<file path="config.mk">
export PLATFORM = sky130hd
export DESIGN_NAME = reg_file_rd2w1
export DESIGN_NICKNAME = d
export VERILOG_FILES = /design/src/rtl/reg_file_rd2w1_pkg.sv /design/src/rtl/reg_file_rd2w1_word.sv /design/src/rtl/reg_file_rd2w1.sv
export SDC_FILE = /design/constraint.sdc
export NUM_CORES = 1
export LEC_CHECK = 0
export CAP_MARGIN = 20
export CORE_UTILIZATION = 45
export CTS_CLUSTER_SIZE = 8
export DETAILED_ROUTE_END_ITERATION = 6
export PLACE_DENSITY_LB_ADDON = 0.05
export SETUP_SLACK_MARGIN = 0.02
export SLEW_MARGIN = 30
export SYNTH_ARGS = -nofsm -noshare
export SYNTH_HDL_FRONTEND = slang
export SYNTH_HIERARCHICAL = 1
export SYNTH_SLANG_ARGS = --single-unit
</file>
<file path="constraint.sdc">
create_clock -name clk -period 1.6 [get_ports clk]
set_clock_uncertainty 0.15 [all_clocks]
set_input_delay 0.16 -clock clk [delete_from_list [all_inputs] [get_ports clk]]
set_output_delay 0.16 -clock clk [all_outputs]
set_load 0.005 [all_outputs]
</file>
<file path="src/rtl/reg_file_rd2w1_pkg.sv">
// Shared CPU datapath constants: default register-file geometry and the
// architectural register indices.
package reg_file_rd2w1_pkg;

  localparam int DATA_W_DEF = 16;
  localparam int ADDR_W_DEF = 3;

  localparam int REG_ZERO = 0;

  // ABI-reserved registers.
  localparam int REG_SP = 6;
  localparam int REG_RA = 7;

  function automatic int num_regs(input int addr_w);
    return 1 << addr_w;
  endfunction

endpackage

</file>
<file path="src/rtl/reg_file_rd2w1_word.sv">
// One general-purpose register: a DATA_W-bit word with load enable and an
// asynchronous active-low clear.
import reg_file_rd2w1_pkg::*;

module reg_word #(
  parameter int DATA_W = DATA_W_DEF
) (
  input  logic              clk,
  input  logic              rst,
  input  logic              load,
  input  logic [DATA_W-1:0] d,
  output logic [DATA_W-1:0] q
);

  always_ff @(posedge clk or negedge rst) begin
    if (!rst) begin
      q <= '0;
    end else if (load) begin
      q <= d;
    end
  end

endmodule

</file>
<file path="src/rtl/reg_file_rd2w1.sv">
// Two-read / one-write register file with hardwired R0 and a write-through
// bypass so write-back data is visible on the read ports in its own cycle.
import reg_file_rd2w1_pkg::*;

module reg_file_rd2w1 #(
  parameter int DATA_W = DATA_W_DEF,
  parameter int ADDR_W = ADDR_W_DEF
) (
  input  logic              clk,
  input  logic              rst,
  input  logic              we,
  input  logic [ADDR_W-1:0] waddr,
  input  logic [DATA_W-1:0] wdata,
  input  logic [ADDR_W-1:0] raddr_a,
  input  logic [ADDR_W-1:0] raddr_b,
  output logic [DATA_W-1:0] rdata_a,
  output logic [DATA_W-1:0] rdata_b,
  output logic              wr_ack
);

  localparam int NUM_REGS = 1 << ADDR_W;
  localparam logic [ADDR_W-1:0] ZERO_IDX = ADDR_W'(REG_ZERO);

  logic [DATA_W-1:0] regs [NUM_REGS];
  logic [NUM_REGS-1:1] load_vec;
  logic wr_accept;

  assign wr_accept = we && (waddr != ZERO_IDX);

  // R0 has no storage; it reads as a constant zero.
  assign regs[0] = '0;

  for (genvar i = 1; i < NUM_REGS; i++) begin : g_word
    assign load_vec[i] = we && (waddr == ADDR_W'(i));

    reg_word #(
      .DATA_W (DATA_W)
    ) u_word (
      .clk  (clk),
      .rst  (rst),
      .load (load_vec[i]),
      .d    (wdata),
      .q    (regs[i])
    );
  end

  // Reset forces zero on every address, overriding both storage and bypass.
  always_comb begin
    rdata_a = '0;
    if (rst && (raddr_a != ZERO_IDX)) begin
      if (we && (waddr == raddr_a)) begin
        rdata_a = wdata;
      end else begin
        rdata_a = regs[raddr_a];
      end
    end
  end

  always_comb begin
    rdata_b = '0;
    if (rst && (raddr_b != ZERO_IDX)) begin
      if (we && (waddr == raddr_b)) begin
        rdata_b = wdata;
      end else begin
        rdata_b = regs[raddr_b];
      end
    end
  end

  always_ff @(posedge clk or negedge rst) begin
    if (!rst) begin
      wr_ack <= 1'b0;
    end else begin
      wr_ack <= wr_accept;
    end
  end

endmodule

</file>
; ---- Yosys cells after proc, flatten, opt, wreduce, memory -nomap -nowiden
; Index checks and enable logic that the tools add are counted.
[classes]
n_bitwise = 2
n_lt_le_gt_ge = 2
mux = 10
reduce_logical = 15
n_eq_ne = 9
[op_table]
columns = cell, n
row1 = 2-to-1 mux 16 bit, 8
row2 = binary-select mux 16 bit (select 3 bit), 2
row3 = == test 3 bit (second input constant), 4
row4 = logical AND 1 bit, 12
row5 = nonzero test 3 bit, 3
row6 = >= comparator 4 bit (second input constant), 2
row7 = NOT 3 -> 4 bit, 2
row8 = == test 3 x 2 -> 1 bit (second input constant), 2
row9 = == test 3 bit, 2
row10 = == test 3 x 1 -> 1 bit (second input constant), 1
[word_totals]
wordCells = 46
ff_bits = 113

; ---- Logic depth before layout (Yosys ltp)
; Gate-level depths: netlist of run 1.
[depth]
depth_word = 6
ltp_mapped = 7
mapped_depth_nobuf = 4

; ---- Hierarchy
; Netlist of run 1, hierarchy kept.
[modules_own_cells]
columns = module, seq_area_each_um2, n_inst, cells_each, area_each_um2
row1 = reg_word, 400.4, 7, 34, 649.4
row2 = reg_file_rd2w1, 25.0, 1, 278, 2534.9

; ---- Worst setup path after synthesis of run 1
; OpenSTA, ideal clock, no wires.
[synth_path]
path_kind = input-to-output
startpoint = input port raddr_a[0]
endpoint = output port rdata_a[10]
path_buffers = 2
t_arrival_ps = 1233
setup_slack_ps = 57
required_ps = 1290
cell_stages = 6
path_cell_list = buf_6 -> buf_6 -> mux2_4 -> a221oi_1 -> a221oi_1 -> a22o_1
[synth_between]
elab_chain_len = 6
word_cells_on_any_way = 10
[synth_lines]
columns = element, line_no
row1 = from (decl), reg_file_rd2w1.sv:14  ; input logic [ADDR_W-1:0] raddr_a,
row2 = NOT 3 -> 4 bit (implied by the code), reg_file_rd2w1.sv:54  ; rdata_a = regs[raddr_a];
row3 = binary-select mux 16 bit (select 3 bit), reg_file_rd2w1.sv:54
row4 = 2-to-1 mux 16 bit (implied by the code) (2 in a row), reg_file_rd2w1.sv:54
row5 = 2-to-1 mux 16 bit, reg_file_rd2w1.sv:51  ; if (we && (waddr == raddr_a)) begin
row6 = 2-to-1 mux 16 bit *, reg_file_rd2w1.sv:50  ; if (rst && (raddr_a != ZERO_IDX)) begin
row7 = to (decl), reg_file_rd2w1.sv:16  ; output logic [DATA_W-1:0] rdata_a,
; Every way passes the cells marked *; elsewhere a longest branch is shown, timed or not. The select of a mux whose other input is x is not followed.

; ---- Final worst setup path of run 1
[layout_path]
startpoint = register g_word[5].u_word.q[13]
endpoint = output port rdata_a[13]
[layout_between]
elab_chain_len = 5
[layout_lines]
columns = element, line_no
row1 = from (decl), reg_file_rd2w1_word.sv:12  ; output logic [DATA_W-1:0] q
row2 = from (signal assigned), reg_file_rd2w1_word.sv:17  ; q <= '0;
row3 = from (signal assigned), reg_file_rd2w1_word.sv:19  ; q <= d;
row4 = binary-select mux 16 bit (select 3 bit), reg_file_rd2w1.sv:54
row5 = 2-to-1 mux 16 bit (implied by the code) (2 in a row), reg_file_rd2w1.sv:54
row6 = 2-to-1 mux 16 bit, reg_file_rd2w1.sv:51
row7 = 2-to-1 mux 16 bit, reg_file_rd2w1.sv:50
; No other way between the ends. The select of a mux whose other input is x is not followed.

==> out/qor.yml, run 1 <==
run_status:
  status: "finished with violations"
  violations: "hold timing, setup timing"
routing:
  drt_pre_antenna_iters: 5
  routed_wl_microns: 22000
  wl_per_cell_microns: 23.5
  drtAntennaViolNets: 0
  vias_per_cell: 5.71
  drc_errors: 0
  drtIter0Drc: 297
  vias: 5344
worst_setup_path:
  cp.arrival_ps: 1880
  crit_type: "flop to output port"
  crit_required_ps: 1290
  start_kind: "flop"
  r2r_setup_slack_ps: 420
  crit_fanout: 2
  endpoint_kind: "output port"
die:
  start_util: 0.464
  dieArea_sq_um: 16200
  die_w_microns: 127
  die_y_microns: 127
  design.core.area_sq_um: 15300
  rows: 45
  ios: 61
clock_network:
  cts_root_buf: "clkbuf_16"
  clk_latency_ps: 410
  cts_tree: "done"
  cts_buffers: 17
  cts_buffer_depth: 2
  clock-sinks: 113
  clkTransAtPathRegs_ps: 60
  htreeDepth: 4
layout:
  drive_above_1_share: 0.622
  fin_nets: 740
  n_antenna_cell: 0
  register_area_sq_um: 2830
  multi_input_area_sq_um: 4390
  nFillCells: 1122
  stdcell_area_sq_um: 10000
  syn_to_final_growth_pct: 41.3
synthesis:
  ys_ff_latch: 113
  async_reset_ff_frac: 1.00
  synthCells: 516
  synth_edf_count: 0
  ys.flop_type: "dfrtp_1"
  synth_area_sq_um: 7080
  yosysWarnings: 6
  yosysSeqAreaShare: 0.399
  synthesis.nets: 544
  synth_cell_type_count: 38
  synth_area_per_cell_sq_um: 13.7
sta:
  setup_ws_ps: -586
  period_share: 1.37
  setup-violations-final: 32
  tightest_slew_ps: 733
  period_needed_ps: 2190
  timing.hold.ws_ps: -127
  hold_viol: 42
  maxSlewHeadroom: 0.510
  rsz0062_at_grt: "yes"
  fmax_ghz: 0.457
  finalMaxSlewViolations: 0
grt:
  grt_pass1_vias: 5885
  grt_max_degree: 72
  grt_usage: 0.287
  grt_overflow: 0
  grt_pass1_wl_microns: 34400
  antenna_found_initial: 0
hold_path:
  hold_class: "input port to asynchronous set/reset pin"
run:
  cap_violations: 0
power:
  leakage_nw: 4.59
  vdd_drop_max_mv: 0.895
  p_per_area_nw_per_um2: 1110
  power_mw: 11.1
placement:
  io_buffers: 60
  dpl.hpwl_microns: 13700
  routabilityCongestion: 0.811
  place_area_sq_um: 8640
-- area by class of cell --
| type | count | share of cell area |
|---|---|---|
| flip-flops and latches | 113 | 0.283 |
| clock buffers | 22 | 0.0464 |
| inverters | 1 | 0.000375 |
| well taps | 211 | 0.0264 |
| multi-input cells | 351 | 0.439 |
| repair buffers | 228 | 0.199 |
| clock inverters | 10 | 0.00625 |
-- worst paths after layout --
check,from,cells after the start,endpoint
worst min-delay path,rst,3,wr_ack
worst min register to register,g_word[6].u_word/q[0],1,g_word[6].u_word/q[0]
worst max register to register,g_word[1].u_word/q[11],3,g_word[1].u_word/q[11]
max in group asynchronous,rst,4,g_word[5].u_word/q[3]
worst max-delay path,g_word[5].u_word/q[13],6,rdata_a[13]
min in group clk,we,3,wr_ack
-- state kept, by name, indices dropped and copies added, names as in the netlist --
register and flops:
wr_ack 1, g_word.u_word/q 112
-- layout by cell type (no fill, tap or decap), types with 2 or more instances in the layout --
cell type / instances
a221oi_4: 19
buf_6: 20
xnor2_1: 5
a22o_1: 29
nor2_1: 2
and4_4: 2
dfrtp_1: 113
mux2i_1: 63
a221oi_2: 33
nor2_2: 7
nand3_1: 2
o31ai_4: 2
clkinv_2: 5
nor2_4: 2
a21oi_1: 4
and2_1: 3
clkbuf_1: 3
o21ai_0: 2
mux2_4: 99
nor2b_1: 2
and2b_4: 2
dlygate4sd2_1: 6
nand2b_1: 6
o21ai_1: 3
clkdlybuf4s50_1: 16
nor2b_4: 2
buf_2: 33
a211oi_1: 2
clkbuf_8: 2
nand3b_1: 2
a221oi_1: 6
mux2_2: 42
clkdlybuf4s15_2: 2
buf_4: 132
buf_12: 15
clkbuf_16: 18
clkinvlp_4: 5
-- logic make-up (layout without fill, tap and decap cells) --
group,Yosys count,after routing,synth area share
xor+xnor,6,6,0.00742
mux,205,205,0.362
simple gates,37,37,0.0332
compound gates,103,103,0.127
flops,113,113,0.399
buf+inv,52,261,0.0714
-- synth_stat cells (all sizes together), types with 2 or more instances --
master | n | area [sq um]
o21ai | 5 | 25.0
nor2 | 11 | 48.8
nor2b | 5 | 43.8
and2b | 2 | 20.0
and2 | 3 | 18.8
and4 | 2 | 22.5
nand2 | 2 | 7.51
a22o | 29 | 254
o31ai | 2 | 33.8
xnor2 | 6 | 52.6
dfrtp | 113 | 2830
mux2i | 63 | 631
nand3b | 2 | 15.0
nand3 | 2 | 10.0
nand2b | 7 | 43.8
a211oi | 2 | 15.0
buf | 45 | 479
clkbuf | 6 | 22.5
a221oi | 58 | 527
mux2 | 141 | 1910
a21oi | 4 | 20.0
-- metal layers --
metal	vias up	part of all wire	GRT usage
li1	2406	-	-
met1	2748	0.44	0.362
met2	136	0.49	0.472
met3	54	0.040	0.0603
met4	0	0.031	0.134
met5	-	0	0
-- metrics by stage --
step / setup TNS, ps / hold WS [ps] / setup slack [ps] / utilization / std cells
global route: -16900 / -87.0 / -680 / 0.656 / 936
global placement: -105630 / 311 / -1210 / 0.566 / 873
CTS: -15510 / -118 / -614 / 0.643 / 933
finish: -14600 / -127 / -586 / 0.656 / 936
detailed placement: -109000 / 312 / -1220 / 0.566 / 873
floorplan: 0 / -286 / 56.6 / - / 516
-- timing repair --
| item | in CTS | in global routing |
|---|---|---|
| setup buffers | 28 | 4 |
| setup endpoints to repair | 115 | 68 |
| resized for setup | 232 | 19 |
| hold endpoints to repair | 42 | 42 |
| pin swaps | 50 | 32 |
| gates cloned | 1 | 1 |
-- critical path: stages (launching register included) --
cell,delay (ps)
dfrtp_1,390
buf_6,120
mux2_4,260
a221oi_4,280
a221oi_2,60
a22o_1,220
buf_2,130
-- report_power, final --
group | internal [mW] | switching, mW
sequential | 3.49 | 0.508
clock | 2.04 | 1.35
combinational | 2.30 | 1.45
total | 7.83 | 3.30
No activity file was read; power rests on OpenSTA's default activity.
==> inputs of run 2 (changes only) <==
--- a/config.mk
+++ b/config.mk
@@ -16,3 +16,4 @@
 export SYNTH_HDL_FRONTEND = slang
 export SYNTH_HIERARCHICAL = 1
 export SYNTH_SLANG_ARGS = --single-unit
+export TNS_END_PERCENT = 10
==> constraint.sdc (replaced) <==
create_clock -name clk -period 2.4 [get_ports clk]
set_clock_uncertainty 0.15 [all_clocks]
set_input_delay 0.24 -clock clk [delete_from_list [all_inputs] [get_ports clk]]
set_output_delay 0.24 -clock clk [all_outputs]
set_load 0.005 [all_outputs]
==> run 2 against run 1 <==
The run ends with setup timing left; count of clock-buffer cells in the layout is 1 higher; setup slack better by 490 ps; flip-flop and latch count stayed put; design area is 9.0% lower; largest cell class unchanged.
==> out/qor.yml, run 2 (same netlist as run 1, synthesis figures left out) <==
run_status:
  status: "finished with violations"
  violations: "setup timing"
clock_network:
  cts_tree: "done"
  clk_latency_ps: 410  # about the same
  clkTransAtPathRegs_ps: 50  # about the same
  cts_buffer_depth: 2  # unchanged
  htreeDepth: 4  # unchanged
  cts_root_buf: "clkbuf_16"
  clock-sinks: 113  # unchanged
  cts_buffers: 17  # unchanged
grt:
  grt_overflow: 0  # unchanged
  grt_pass1_wl_microns: 31400  # -8.8%
  grt_usage: 0.262  # -0.0252
  grt_pass1_vias: 5250  # -11%
  grt_max_degree: 73  # +1.4%
  antenna_found_initial: 0  # unchanged
power:
  p_per_area_nw_per_um2: 755  # -32%
  seqPwrFrac: 0.394  # +0.035
  leakage_nw: 4.16  # -9.3%
  p_sw_frac: 0.280  # -0.0168
  intPower_mw: 4.95  # -37%
  power_switching_mw: 1.92  # -42%
  vdd_drop_max_mv: 0.521  # -42%
  clock_power_share: 0.339  # +0.035
  comb_power_share: 0.267  # -0.069
worst_setup_path:
  critPathSlowestCell: "clkdlybuf4s50_1"
  crit_fanout: 3  # +1
  cpPeakStageDelay_ps: 440  # +50 ps
  r2r_cells: 2  # -1
  r2r_start: "g_word[3].u_word/q[10]"
  path_cells: "mux2_4, a221oi_2, a221oi_1, a22o_1, clkdlybuf4s50_1"
  cp.arrival_ps: 2100  # +220 ps
  rr_endpoint: "g_word[3].u_word/q[10]"
  crit_required_ps: 2010  # +720 ps
  r2r_setup_slack_ps: 1340  # +920 ps
  endpoint_kind: "output port"
  crit_type: "flop to output port"
  start_kind: "flop"
placement:
  io_buffers: 60  # unchanged
  dpl.hpwl_microns: 12900  # -6.0%
  place_area_sq_um: 8160  # -5.5%
  placed_cells: 811  # -7.1%
  dp_slack_ps: -720  # +497 ps
  routabilityCongestion: 0.871  # +7.5%
die:
  ios: 61  # unchanged
  die_y_microns: 127  # unchanged
  design.core.area_sq_um: 15300  # unchanged
  dieArea_sq_um: 16200  # unchanged
  rows: 45  # unchanged
  die_w_microns: 127  # unchanged
  start_util: 0.464  # unchanged
routing:
  drt_pre_antenna_iters: 4  # -1
  routed_wl_microns: 20200  # -8.2%
  vias_per_cell: 5.87  # +2.9%
  drtAntennaViolNets: 0  # unchanged
  drc_errors: 0  # unchanged
  wl_per_cell_microns: 23.8  # +1.1%
  vias: 4992  # -6.6%
  drtIter0Drc: 280  # -5.7%
layout:
  mostFrequentLayoutCells: "dfrtp_1 (113), mux2_4 (85), mux2i_1 (63), mux2_2 (54), buf_4 (53)"
  reg.largest.list: "g_word.u_word/q: 112 flops, wr_ack: 1 flops"
  regMostFlops: "g_word.u_word/q"
  largest_reg_flops: 112  # unchanged
  n_antenna_cell: 0  # unchanged
  drive_above_1_share: 0.487  # -0.135
  final_common_cell: "dfrtp_1"
  syn_to_final_growth_pct: 28.6
  final_cells: 850  # -9.2%
  final_util: 0.597  # -0.0590
  nFillCells: 1251  # +11%
  register_area_sq_um: 2830  # unchanged
  multi_input_area_sq_um: 4010  # -8.7%
  stdcell_area_sq_um: 9100  # -9.0%
  fin_nets: 656  # -11%
sta:
  maxSlewHeadroom: 0.529  # +0.0184
  period_share: 1.04
  hold_viol: 0  # -100%
  fmax_ghz: 0.401
  tightest_slew_ps: 707  # -25.9 ps
  setup-tns-final_ps: -432  # +14170 ps
  setup_ws_ps: -92.4  # +494 ps
  finalMaxSlewViolations: 0  # unchanged
  setup-violations-final: 7  # -78%
  period_needed_ps: 2490
  rsz0062_at_grt: "yes"
hold_path:
  hold_depth: 3
  min-delay-start: "we"
  min_to: "wr_ack"
  hold_class: "input port to flop"
run:
  cap_violations: 0  # unchanged
## run 2: cell count changes in the layout (fill, tap and decap cells not counted), sizes merged
cell,delta
dlygate4sd2,+13
buf,-114
dlygate4sd3,+1
clkdlybuf4s15,+2
clkinvlp,-5
bufinv,+1
clkbuf,-1
dlymetal6s2s,+7
clkinv,+1
clkdlybuf4s50,+9
## run 2: repair_timing
action	in CTS	in global routing
gates cloned	0	0
setup endpoints to repair	32	20
hold buffers	1	0
buffers inserted	7	1
endpoints found under the hold margin	41	0
pin swaps	7	5
gates resized for setup	77	20
## run 2: layer usage
layer / GRT usage / wire, microns
met1: 0.342 / 8880
met2: 0.436 / 10100
met3: 0.0574 / 953
met4: 0.0742 / 289
met5: 0 / 0
## run 2: metrics by stage
step	hold WS, ps	total power, mW
floorplan	-206	3.82
global placement	360	4.39
detailed placement	370	4.43
CTS	185	6.87
global route	75.8	7.18
finish	80.1	6.87
## run 2: worst max-delay path by stage
| stage | from | end | slack [ps] | cells past startpoint |
|---|---|---|---|---|
| 5_1_grt | g_word[4].u_word/q[10] | rdata_a[10] | -170 | 5 |
| 6_report | g_word[4].u_word/q[10] | rdata_a[10] | -90 | 5 |
| 2_1_floorplan | raddr_a[0] | rdata_a[10] | 700 | 6 |
| 3_3_place_gp | raddr_b[0] | rdata_b[7] | -670 | 8 |
| 4_1_cts | we | rdata_a[8] | -100 | 8 |
| 3_5_place_dp | raddr_b[0] | rdata_b[7] | -720 | 8 |
## run 2: power groups by stage
stage	clock network [mW]	logic (mW)	registers, mW
2_1_floorplan	0	1.23	2.59
3_3_place_gp	0	1.70	2.69
3_5_place_dp	0	1.73	2.70
4_1_cts	2.38	1.81	2.69
5_1_grt	2.46	1.96	2.76
6_report	2.33	1.84	2.71
## run 2: worst max-delay path, delay by kind of cell (launching register included)
kind / cells / cell delay [ps]
AO/OA/AOI/OAI: 3 / 560
buffers and inverters: 1 / 440
flip-flops: 1 / 400
multiplexers: 1 / 290
## run 2: area by class of cell
type / instances / area share
Inverter: 1 / 0.000412
Clock buffer: 23 / 0.0525
Clock inverter: 7 / 0.00660
Tap cell: 211 / 0.0290
Timing Repair Buffer: 144 / 0.160
Sequential cell: 113 / 0.311
Multi-Input combinational cell: 351 / 0.441
